**config.mk**
```make
export PLATFORM = sky130hd
export DESIGN_NAME = pipelined_cla_adder
export DESIGN_NICKNAME = d
export VERILOG_FILES = /design/src/rtl/cla_pkg.sv /design/src/rtl/cla_group.sv /design/src/rtl/pipelined_cla_adder.sv
export SDC_FILE = /design/constraint.sdc
export NUM_CORES = 1
export LEC_CHECK = 0
export CORE_MARGIN = 2
export CORE_UTILIZATION = 50
export CTS_BUF_LIST = sky130_fd_sc_hd__clkbuf_4 sky130_fd_sc_hd__clkbuf_8
export DETAILED_ROUTE_END_ITERATION = 8
export PLACE_DENSITY = 0.81
export SYNTH_ARGS = -nofsm -noshare
export SYNTH_HDL_FRONTEND = slang
export SYNTH_HIERARCHICAL = 1
export SYNTH_SLANG_ARGS = --single-unit
export TNS_END_PERCENT = 10
```
**constraint.sdc**
```tcl
create_clock -name clk -period 4.3 [get_ports clk]
set_input_delay 1.075 -clock clk [delete_from_list [all_inputs] [get_ports clk]]
set_output_delay 1.075 -clock clk [all_outputs]
set_load 0.02 [all_outputs]
```
**src/rtl/cla_pkg.sv**
```systemverilog
// -----------------------------------------------------------------------------
// cla_pkg
// Shared types and helpers for the pipelined carry-lookahead adder.
//   op_e       : operation select (OP_ADD = 0, OP_SUB = 1)
//   stages()   : number of pipeline stages for a width/group/groups-per-stage
//   widthOk()  : elaboration-time legality check of the geometry
//   lookahead(): flat sum-of-products carry into position n of a P/G vector
// -----------------------------------------------------------------------------
package cla_pkg;

    typedef enum logic {
        OP_ADD = 1'b0,
        OP_SUB = 1'b1
    } op_e;

    // Widest P/G vector the lookahead helper handles; callers zero-extend.
    localparam int LA_MAX = 64;

    function automatic int stages(input int width, input int group, input int gps);
        return width / (group * gps);
    endfunction

    function automatic bit widthOk(input int width, input int group, input int gps);
        return (group > 0) && (gps > 0) && (group <= LA_MAX) && (gps <= LA_MAX) &&
               (width >= group * gps) && ((width % (group * gps)) == 0);
    endfunction

    // Carry into position n written as an explicit OR of AND terms
    // (g[m] & p[m+1..n-1], plus cin & p[0..n-1]) so no carry ripples.
    function automatic logic lookahead(input logic [LA_MAX-1:0] p,
                                       input logic [LA_MAX-1:0] g,
                                       input logic cin,
                                       input int n);
        logic carry;
        logic term;
        carry = cin;
        for (int j = 0; j < n; j++) begin
            carry = carry & p[j];
        end
        for (int m = 0; m < n; m++) begin
            term = g[m];
            for (int j = m + 1; j < n; j++) begin
                term = term & p[j];
            end
            carry = carry | term;
        end
        return carry;
    endfunction

endpackage

```
**src/rtl/cla_group.sv**
```systemverilog
// -----------------------------------------------------------------------------
// cla_group
// GROUP-bit carry-lookahead adder cell. Every internal carry comes straight
// from the lookahead equations; the group propagate/generate let an outer
// level compute this group's carry-in without waiting for the sum.
//   a_i, b_i : operand bits (b_i already inverted for subtraction)
//   cin_i    : carry into bit 0 of the group
//   sum_o    : group sum bits
//   p_o, g_o : group propagate / generate
// -----------------------------------------------------------------------------
module cla_group
    import cla_pkg::*;
#(
    parameter int GROUP = 4
) (
    input  logic [GROUP-1:0] a_i,
    input  logic [GROUP-1:0] b_i,
    input  logic             cin_i,
    output logic [GROUP-1:0] sum_o,
    output logic             p_o,
    output logic             g_o
);

    logic [GROUP-1:0] p;
    logic [GROUP-1:0] g;
    logic [GROUP-1:0] c;

    assign p = a_i ^ b_i;
    assign g = a_i & b_i;

    // Carry into each bit position, resolved in parallel from cin and P/G.
    always_comb begin
        c = '0;
        for (int i = 0; i < GROUP; i++) begin
            c[i] = lookahead(LA_MAX'(p), LA_MAX'(g), cin_i, i);
        end
    end

    assign sum_o = p ^ c;
    assign p_o   = &p;
    assign g_o   = lookahead(LA_MAX'(p), LA_MAX'(g), 1'b0, GROUP);

endmodule

```
**src/rtl/pipelined_cla_adder.sv**
```systemverilog
// -----------------------------------------------------------------------------
// pipelined_cla_adder
// Pipelined carry-lookahead adder/subtractor with valid/ready flow control.
// Stage k resolves bits [k*SW +: SW] from the carry registered by stage k-1;
// operands ride along with each beat until consumed and finished sum slices
// are carried forward so the full result lines up in the last stage register.
// Accepted beat appears at the output STAGES edges after acceptance (counting
// the accept edge); one beat per clock when the consumer keeps up.
//   clk, rst_n            : clock, asynchronous active-low reset
//   in_valid / in_ready   : operand handshake
//   in_a, in_b, in_c_in   : operands and carry-in (carry-in ignored for SUB)
//   in_op                 : OP_ADD or OP_SUB
//   out_valid / out_ready : result handshake
//   out_sum, out_c_out    : result modulo 2^WIDTH, carry out of MSB
//   out_ovf               : two's-complement signed overflow
// -----------------------------------------------------------------------------
module pipelined_cla_adder
    import cla_pkg::*;
#(
    parameter int WIDTH            = 32,
    parameter int GROUP            = 4,
    parameter int GROUPS_PER_STAGE = 2
) (
    input  logic             clk,
    input  logic             rst_n,
    input  logic             in_valid,
    output logic             in_ready,
    input  logic [WIDTH-1:0] in_a,
    input  logic [WIDTH-1:0] in_b,
    input  logic             in_c_in,
    input  op_e              in_op,
    output logic             out_valid,
    input  logic             out_ready,
    output logic [WIDTH-1:0] out_sum,
    output logic             out_c_out,
    output logic             out_ovf
);

    localparam int SW     = GROUP * GROUPS_PER_STAGE;
    localparam int STAGES = stages(WIDTH, GROUP, GROUPS_PER_STAGE);

    if (!widthOk(WIDTH, GROUP, GROUPS_PER_STAGE)) begin : gBadGeometry
        $error("pipelined_cla_adder: WIDTH must be a non-zero multiple of GROUP*GROUPS_PER_STAGE");
    end

    logic [STAGES-1:0] valid_q;
    logic [STAGES-1:0] valid_d;
    logic [STAGES-1:0] carry_q;
    logic [STAGES-1:0] carry_d;
    logic [STAGES-1:0] adv;
    logic [STAGES-1:0] load;
    logic [WIDTH-1:0]  opA_q [STAGES];
    logic [WIDTH-1:0]  opA_d [STAGES];
    logic [WIDTH-1:0]  opB_q [STAGES];
    logic [WIDTH-1:0]  opB_d [STAGES];
    logic [WIDTH-1:0]  sum_q [STAGES];
    logic [WIDTH-1:0]  sum_d [STAGES];

    // Per-stage datapath: pick the stage inputs, resolve one SW-bit slice
    // with group lookahead, and present the next contents of the stage register.
    for (genvar k = 0; k < STAGES; k++) begin : gStage
        logic [WIDTH-1:0]            srcA;
        logic [WIDTH-1:0]            srcB;
        logic [WIDTH-1:0]            srcSum;
        logic [WIDTH-1:0]            nextSum;
        logic                        srcCin;
        logic [GROUPS_PER_STAGE-1:0] grpP;
        logic [GROUPS_PER_STAGE-1:0] grpG;
        logic [GROUPS_PER_STAGE:0]   grpC;
        logic [SW-1:0]               sliceSum;

        // Subtraction is a + ~b + 1, so the mode is folded in once at entry
        // and later stages only ever add.
        if (k == 0) begin : gFirst
            assign srcA   = in_a;
            assign srcB   = (in_op == OP_SUB) ? ~in_b : in_b;
            assign srcCin = (in_op == OP_SUB) ? 1'b1 : in_c_in;
            assign srcSum = '0;
        end else begin : gLater
            assign srcA   = opA_q[k-1];
            assign srcB   = opB_q[k-1];
            assign srcCin = carry_q[k-1];
            assign srcSum = sum_q[k-1];
        end

        // Group carry-ins for this slice, derived together from group P/G.
        always_comb begin
            grpC = '0;
            for (int j = 0; j <= GROUPS_PER_STAGE; j++) begin
                grpC[j] = lookahead(LA_MAX'(grpP), LA_MAX'(grpG), srcCin, j);
            end
        end

        for (genvar j = 0; j < GROUPS_PER_STAGE; j++) begin : gGroup
            cla_group #(
                .GROUP(GROUP)
            ) uGroup (
                .a_i   (srcA[k*SW + j*GROUP +: GROUP]),
                .b_i   (srcB[k*SW + j*GROUP +: GROUP]),
                .cin_i (grpC[j]),
                .sum_o (sliceSum[j*GROUP +: GROUP]),
                .p_o   (grpP[j]),
                .g_o   (grpG[j])
            );
        end

        // Lower slices pass through untouched; this stage fills in its own.
        always_comb begin
            nextSum = srcSum;
            nextSum[k*SW +: SW] = sliceSum;
        end

        assign opA_d[k]   = srcA;
        assign opB_d[k]   = srcB;
        assign sum_d[k]   = nextSum;
        assign carry_d[k] = grpC[GROUPS_PER_STAGE];
    end

    // Advance/load chain, walked from the output back to the input: a stage
    // may move when the stage ahead of it is empty or moving this cycle.
    always_comb begin
        logic downstreamFree;
        adv            = '0;
        load           = '0;
        valid_d        = valid_q;
        downstreamFree = out_ready;
        for (int k = STAGES - 1; k >= 0; k--) begin
            adv[k]         = valid_q[k] && downstreamFree;
            downstreamFree = !valid_q[k] || adv[k];
        end
        in_ready = downstreamFree;
        load[0]  = in_valid && downstreamFree;
        for (int k = 1; k < STAGES; k++) begin
            load[k] = adv[k-1];
        end
        for (int k = 0; k < STAGES; k++) begin
            if (load[k]) begin
                valid_d[k] = 1'b1;
            end else if (adv[k]) begin
                valid_d[k] = 1'b0;
            end
        end
    end

    // Stage registers; data only moves on a load so a stalled stage holds.
    always_ff @(posedge clk or negedge rst_n) begin
        if (!rst_n) begin
            valid_q <= '0;
            carry_q <= '0;
            for (int k = 0; k < STAGES; k++) begin
                opA_q[k] <= '0;
                opB_q[k] <= '0;
                sum_q[k] <= '0;
            end
        end else begin
            valid_q <= valid_d;
            for (int k = 0; k < STAGES; k++) begin
                if (load[k]) begin
                    opA_q[k]   <= opA_d[k];
                    opB_q[k]   <= opB_d[k];
                    sum_q[k]   <= sum_d[k];
                    carry_q[k] <= carry_d[k];
                end
            end
        end
    end

    assign out_valid = valid_q[STAGES-1];
    assign out_sum   = sum_q[STAGES-1];
    assign out_c_out = carry_q[STAGES-1];
    // Overflow when both addends share a sign the sum does not.
    assign out_ovf   = (opA_q[STAGES-1][WIDTH-1] == opB_q[STAGES-1][WIDTH-1]) &&
                       (sum_q[STAGES-1][WIDTH-1] != opA_q[STAGES-1][WIDTH-1]);

endmodule

```
==> impl_metrics.py <==
metrics = {
    "routing": {
        "route.detailed.drc": 0,
        "drt-pass1-iter-count": 4,
        "wl_microns": 16670,
        "post_drt_wl_per_cell_microns": 17.13,
        "num_vias": 5177,
        "viasPerCell": 5.321,
        "ant_nets": 0,
        "drt_iter0_drc": 274,
    },
    "cells_and_area": {
        "seq_area_sq_um": 4654,
        "area_delta_synth_final_pct": 20.14,
        "diodes": 0,
        "post-route-util_pct": 60.92,
        "n_fill_cell": 1302,
        "fin_nets": 853,
        "multi_input_area_sq_um": 3825,
        "drive_gt1_share_pct": 27.27,
        "fin_area_sq_um": 10430,
    },
    "critical_path": {
        "cpMostUsedCell": "clkdlybuf4s50_1",
        "cp_top_family": "buffers and inverters",
        "worstPathMaxFanout": 6,
        "max_stage_delay_ps": 560,
        "worst_setup_path_end_kind": "output pin",
        "crit_chain": "clkdlybuf4s50_1 > nand4b_2 > or2_2 > clkdlybuf4s50_1",
        "cp-start-kind": "primary input",
        "cp_data_arrival_time_ps": 2760,
        "rrSetupSlack_ps": 2060,
        "worstPathRequired_ps": 3220,
        "cp_slowest_cell": "clkdlybuf4s50_1",
        "critPathKind": "in2out",
        "path_buf_inv": 2,
    },
    "worst_hold_path": {
        "min_path_type": "reg2reg",
    },
    "clocking": {
        "cts_setup_buffers": 0,
        "clkTransAtPathRegs_ps": 90,
        "ctsResizeCount": 0,
        "postCtsHoldBufs": 0,
        "root_buffer": "clkbuf_8",
        "clock_latency_ps": 460,
        "cts.sinks": 186,
        "htreeDepth": 4,
        "cts_tree": "done",
        "cts_buffer_depth": 2,
        "cts-buffers-inserted": 17,
    },
    "status": {
        "outcome": "completed",
    },
    "timing": {
        "period_needed_ps": 3830,
        "setup_violations": 0,
        "drv_slew": 0,
        "hold_ws_ps": 492.6,
        "setup_tns_ps": 0,
        "fmax_mhz": 261.1,
        "worst_pin_slew_ps": 1099,
        "fin_worst_skew_ps": 8.651,
        "post-route-period-util_pct": 89.08,
        "rsz0062_at_grt": "false",
        "slew_headroom_pct": 26.74,
        "hold_violations": 0,
    },
    "yosys": {
        "syn_area_per_cell_sq_um": 13.87,
        "yosysTopAreaCell": "dfrtp_1",
        "netlist_area_sq_um": 8680,
        "synthDistinctLibCells": 27,
        "syn-num-nets": 744,
        "synth_top_cell_area_share_pct": 53.63,
        "synthTopCellsByArea": "dfrtp_1, mux2_2, ha_1",
        "ys_ff_latch": 186,
        "ys_warn_count": 6,
        "syn_inst": 626,
        "synth_seq_area_share_pct": 53.63,
    },
    "placement": {
        "placement.cell_area_sq_um": 9955,
        "port_buffers": 105,
        "dp_hpwl_microns": 11480,
        "place_congestion": 0.8295,
    },
    "global_routing": {
        "grt_pass1_vias": 5576,
        "grt_max_degree": 145,
        "grt_pass1_wl_microns": 27670,
        "grtUsageTotal_pct": 19.52,
        "antenna_found_initial": 0,
        "overflow": 0,
    },
    "floorplanning": {
        "die_x_microns": 135.8,
        "io_pins": 106,
        "start_util_pct": 50.71,
        "coreArea_sq_um": 17120,
        "placementRows": 48,
        "dieArea_sq_um": 18430,
        "die_y_microns": 135.8,
    },
    "power_and_ir_drop": {
        "irDropWorstVdd_mv": 0.3092,
        "p_leak_nw": 4.526,
        "p_per_area_nw_per_um2": 649.1,
        "total_power_mw": 6.769,
    },
    "job": {
        "drv_cap": 0,
    },
}
## power by group
| part | internal, mW | leakage, nW | total (mW) | switching, mW |
|---|---|---|---|---|
| Sequential | 2.41 | 2.17 | 2.80 | 0.392 |
| Combinational | 1.42 | 2.12 | 2.62 | 1.20 |
| Clock | 0.745 | 0.240 | 1.35 | 0.602 |
## worst paths after layout
path,startpoint,end,cells past startpoint
worst max register to register,gStage[1].srcA[9]$_DFFE_PN0P_,gStage[2].srcSum[15]$_DFFE_PN0P_,9
min in group asynchronous,rst_n,gStage[3].srcB[27]$_DFFE_PN0P_,1
worst min register to register,gStage[1].srcB[21]$_DFFE_PN0P_,gStage[1].srcB[21]$_DFFE_PN0P_,1
worst max-delay path,out_ready,in_ready,4
worst min-delay path,gStage[1].srcB[21]$_DFFE_PN0P_,gStage[1].srcB[21]$_DFFE_PN0P_,1
max in group asynchronous,rst_n,valid_q[0]$_DFFE_PN0P_,2
## layout by cell type, fill, tap and decap left out
| master | netlist | routed |
|---|---|---|
| dfrtp_1 | 186 | 186 |
| mux2_2 | 149 | 149 |
| clkdlybuf4s50_1 | 0 | 103 |
| xor2_1 | 43 | 43 |
| ha_1 | 40 | 40 |
| a21oi_1 | 31 | 31 |
| mux2_1 | 30 | 30 |
| inv_1 | 21 | 21 |
| nand2_1 | 24 | 21 |
| clkbuf_8 | 0 | 21 |
| xnor2_1 | 13 | 13 |
| nor2_1 | 10 | 10 |
| o21ai_0 | 9 | 9 |
| o211ai_1 | 9 | 9 |
| o21a_1 | 8 | 8 |
| fa_1 | 8 | 8 |
| and4_2 | 7 | 7 |
| buf_4 | 4 | 6 |
| bufinv_16 | 0 | 5 |
| a21o_1 | 4 | 4 |
| nand2b_1 | 4 | 4 |
| nand2_2 | 0 | 3 |
| a31oi_1 | 3 | 3 |
| clkinv_2 | 0 | 3 |
| or2_2 | 2 | 2 |
| nand4b_2 | 1 | 1 |
| o21ai_4 | 0 | 1 |
| nand3b_1 | 1 | 1 |
| clkinvlp_4 | 0 | 1 |
| inv_6 | 0 | 1 |
| clkbuf_4 | 0 | 1 |
| clkinv_4 | 0 | 1 |
| buf_2 | 13 | 1 |
| buf_12 | 0 | 1 |
## synthesized netlist by cell type
cell type and number:
a21o_1 4, a21oi_1 31, a31oi_1 3, and4_2 7, buf_1 1, buf_2 13
buf_4 4, buf_6 3, clkbuf_1 1, dfrtp_1 186, fa_1 8, ha_1 40
inv_1 21, mux2_1 30, mux2_2 149, nand2_1 24, nand2b_1 4, nand3b_1 1
nand4b_2 1, nor2_1 10, o211ai_1 9, o21a_1 8, o21ai_0 9, o21ai_2 1
or2_2 2, xnor2_1 13, xor2_1 43
## cell type report
cell class / instances / share of cell area (%)
tap: 225 / 2.700
sequential: 186 / 44.64
timing repair buffer: 112 / 10.69
clock inverter: 11 / 1.824
multi-input combinational: 397 / 36.68
clock buffer: 21 / 2.712
inverter: 21 / 0.7559
## cell families (layout without fill, tap and decap cells)
group                    Yosys count  after routing  share of synthesized area (%)
buffers and inverters             43            165                          2.479
AO/OA/AOI/OAI                     65             65                          4.440
XOR/XNOR                          56             56                          5.651
AND/OR/NAND/NOR                   49             49                          2.970
flip-flops                       186            186                          53.63
multiplexers                     179            179                          23.22
adder cells (fa/ha/maj)           48             48                          7.611
## layer usage
| metal | GRT usage, % | share of wire, % | wire (microns) |
|---|---|---|---|
| met2 | 34.34 | 53 | 8753 |
| met3 | 3.741 | 3.6 | 598 |
| met5 | 0 | 0 | 0 |
| met1 | 23.56 | 42 | 6996 |
| met4 | 7.986 | 1.9 | 324 |
## worst reg2reg max path, delay by kind of cell (launching register included)
kind            cells  cell delay [ps]
simple gates        1               90
flops               1              410
mux                 1              250
compound gates      4              640
fa+ha+maj           2              600
xor+xnor            1              140
## registers in the layout, indices dropped and copies added (netlist names)
signal,flops
out_sum,32
gStage.srcB,48
opB_q,1
carry_q,4
gStage.srcA,48
opA_q,1
gStage.srcSum,48
valid_q,4
## per-stage QoR
step                      std cells  setup slack, ps
after global routing            973            410.4
after CTS                       973            453.8
after global placement          941            474.6
after floorplan                 626             1001
after detailed placement        941            462.3
final                           973            469.6
No activity file was read; power rests on OpenSTA's default activity.
==> edit: new RTL, same flow settings <==
Put a register stage on the output `out_ovf`. The value now appears one clock later. The other outputs are not delayed to match.
--- a/src/rtl/pipelined_cla_adder.sv
+++ b/src/rtl/pipelined_cla_adder.sv
@@ -169,8 +169,9 @@
     assign out_sum   = sum_q[STAGES-1];
     assign out_c_out = carry_q[STAGES-1];
     // Overflow when both addends share a sign the sum does not.
-    assign out_ovf   = (opA_q[STAGES-1][WIDTH-1] == opB_q[STAGES-1][WIDTH-1]) &&
-                       (sum_q[STAGES-1][WIDTH-1] != opA_q[STAGES-1][WIDTH-1]);
+    always_ff @(posedge clk) begin
+        out_ovf <= (opA_q[STAGES-1][WIDTH-1] == opB_q[STAGES-1][WIDTH-1]) && (sum_q[STAGES-1][WIDTH-1] != opA_q[STAGES-1][WIDTH-1]);
+    end
 
 endmodule
 
Function: changed (Yosys sat finds a counterexample within 10 cycles, from zero or initial values and one cycle with rst_n low).
==> edit against the original RTL <==
- routed wire length fell by 4.1%
- hold slack improved by 0.0065 ns
- synthesized area rose by 0.23%
- fmax fell by 0.44%
- sequential cell count rose by 1
- sequential share of layout area barely moved
- global-route usage fell by 1.2 points
- cell area rose by 0.38%
- total power fell by 0.51%
- worst setup slack got worse by 0.017 ns
==> edit: results <==
set metrics [dict create \
    routed-wl-met3_um 552 \
    diodes 0 \
    grt_use_total_pct 18.4 \
    powerSeq_mw 2.80 \
    max_slew_margin_pct 36.7 \
    numCtsBuffers 17 \
    nNetsFinal 855 \
    syn_nets 745 \
    synthTopCellsByArea "dfrtp_1, mux2_2, ha_1" \
    outcome "complete, no violations" \
    routed_via_density 5.27 \
    worstReg2RegStart "gStage[3].srcA[25]" \
    p_per_area_nw_per_um2 643 \
    cts_resized 0 \
    synthTopCellsByCount "dfrtp_1, mux2_2, xor2_1" \
    synth.distinct_cells 28 \
    dp_slack_ns 0.465 \
    globalRouteMet2Util_pct 31.9 \
    grt_pass1_wl_um 26200 \
    wl_met1_um 6910 \
    route.met2.wl_um 8220 \
    hpwlAfterDp_um 11200 \
    dr.pass1.iters 4 \
    async_reset_ff_share_pct 99.5 \
    topRoutingLayerUsed "met4" \
    cts.clk_slew.worst_paths_ns 0.08 \
    arrival_ns 2.77 \
    final_layout_size_suffix_gt1_share_pct 27.3 \
    ctsRootBufferMaster "clkbuf_8" \
    worstPathMaxFanout 6 \
    p_leak_nw 4.55 \
    drtIter0Drc 191 \
    p_clk_mw 1.32 \
    grt_util_met1_pct 22.9 \
    hold_path.class "reg2reg" \
    yosysWarnings 6 \
    drt-total-wl_um 16000 \
    hp-start "gStage[1].srcB[18]" \
    antenna_found_initial 0 \
    p_int_mw 4.56 \
    startpoint "out_ready" \
    ir_drop_uv 299 \
    gp_congestion 0.846 \
    use_met3_pct 3.28 \
    ys_seq_area_share_pct 53.7 \
    fin_worst_skew_ns 0.0123 \
    port_buffers 105 \
    grt_max_degree 85 \
    cts_setup_buffers 0 \
    grt_pass1_vias 5345 \
]
## edit: cell count changes in the layout (fill, tap and decap cells not counted)
cell and change:
buf_12 +2, buf_4 -1, buf_6 +1, bufinv_16 -1, clkbuf_4 +1, clkinv_2 -1
clkinv_4 +1, clkinvlp_4 -1, dfxtp_1 +1, inv_6 -1, inv_8 +1
## edit: final timing paths
| path | end | slack (ns) | depth (start not counted) |
|---|---|---|---|
| max | in_ready | 0.45 | 4 |
| min | gStage[1].srcB[18] | 0.50 | 1 |
| max in group asynchronous | gStage[2].srcA[20] | 2.82 | 2 |
| max reg2reg | out_sum[31] | 2.01 | 9 |
| min in group asynchronous | gStage[1].srcA[26] | 0.64 | 1 |
| min reg2reg | gStage[1].srcB[18] | 0.50 | 1 |
## edit: logic make-up after synthesis
logic type / count (synthesis) / share of synthesized area [%]
xor gates and xnor gates: 56 / 5.64
DFF: 187 / 53.7
buffers and inverters: 43 / 2.47
adders and majority gates: 48 / 7.59
muxes: 179 / 23.2
AOI/OAI and AO/OA: 65 / 4.43
and+or+nand+nor: 49 / 2.96
## edit: critical path, cell delays in order
cell and delay, ns:
clkdlybuf4s50_1 0.44, nand4b_2 0.33, or2_2 0.38, clkdlybuf4s50_1 0.55
## edit: final cells by class
cell class / count / area (µm²)
fill: 1342 / 6710
sequential: 187 / 4670
multi-input combinational: 397 / 3820
timing repair buffer: 113 / 1140
clock buffer: 23 / 304
tap: 225 / 282
clock inverter: 9 / 159
inverter: 21 / 78.8
## edit: stage by stage
stage	cells	util, %	cell area [µm²]
floorplan	627	-	8700
global placement	943	58.2	10000
detailed placement	943	58.2	10000
CTS	975	60.9	10500
global route	975	60.9	10500
finish	975	60.9	10500
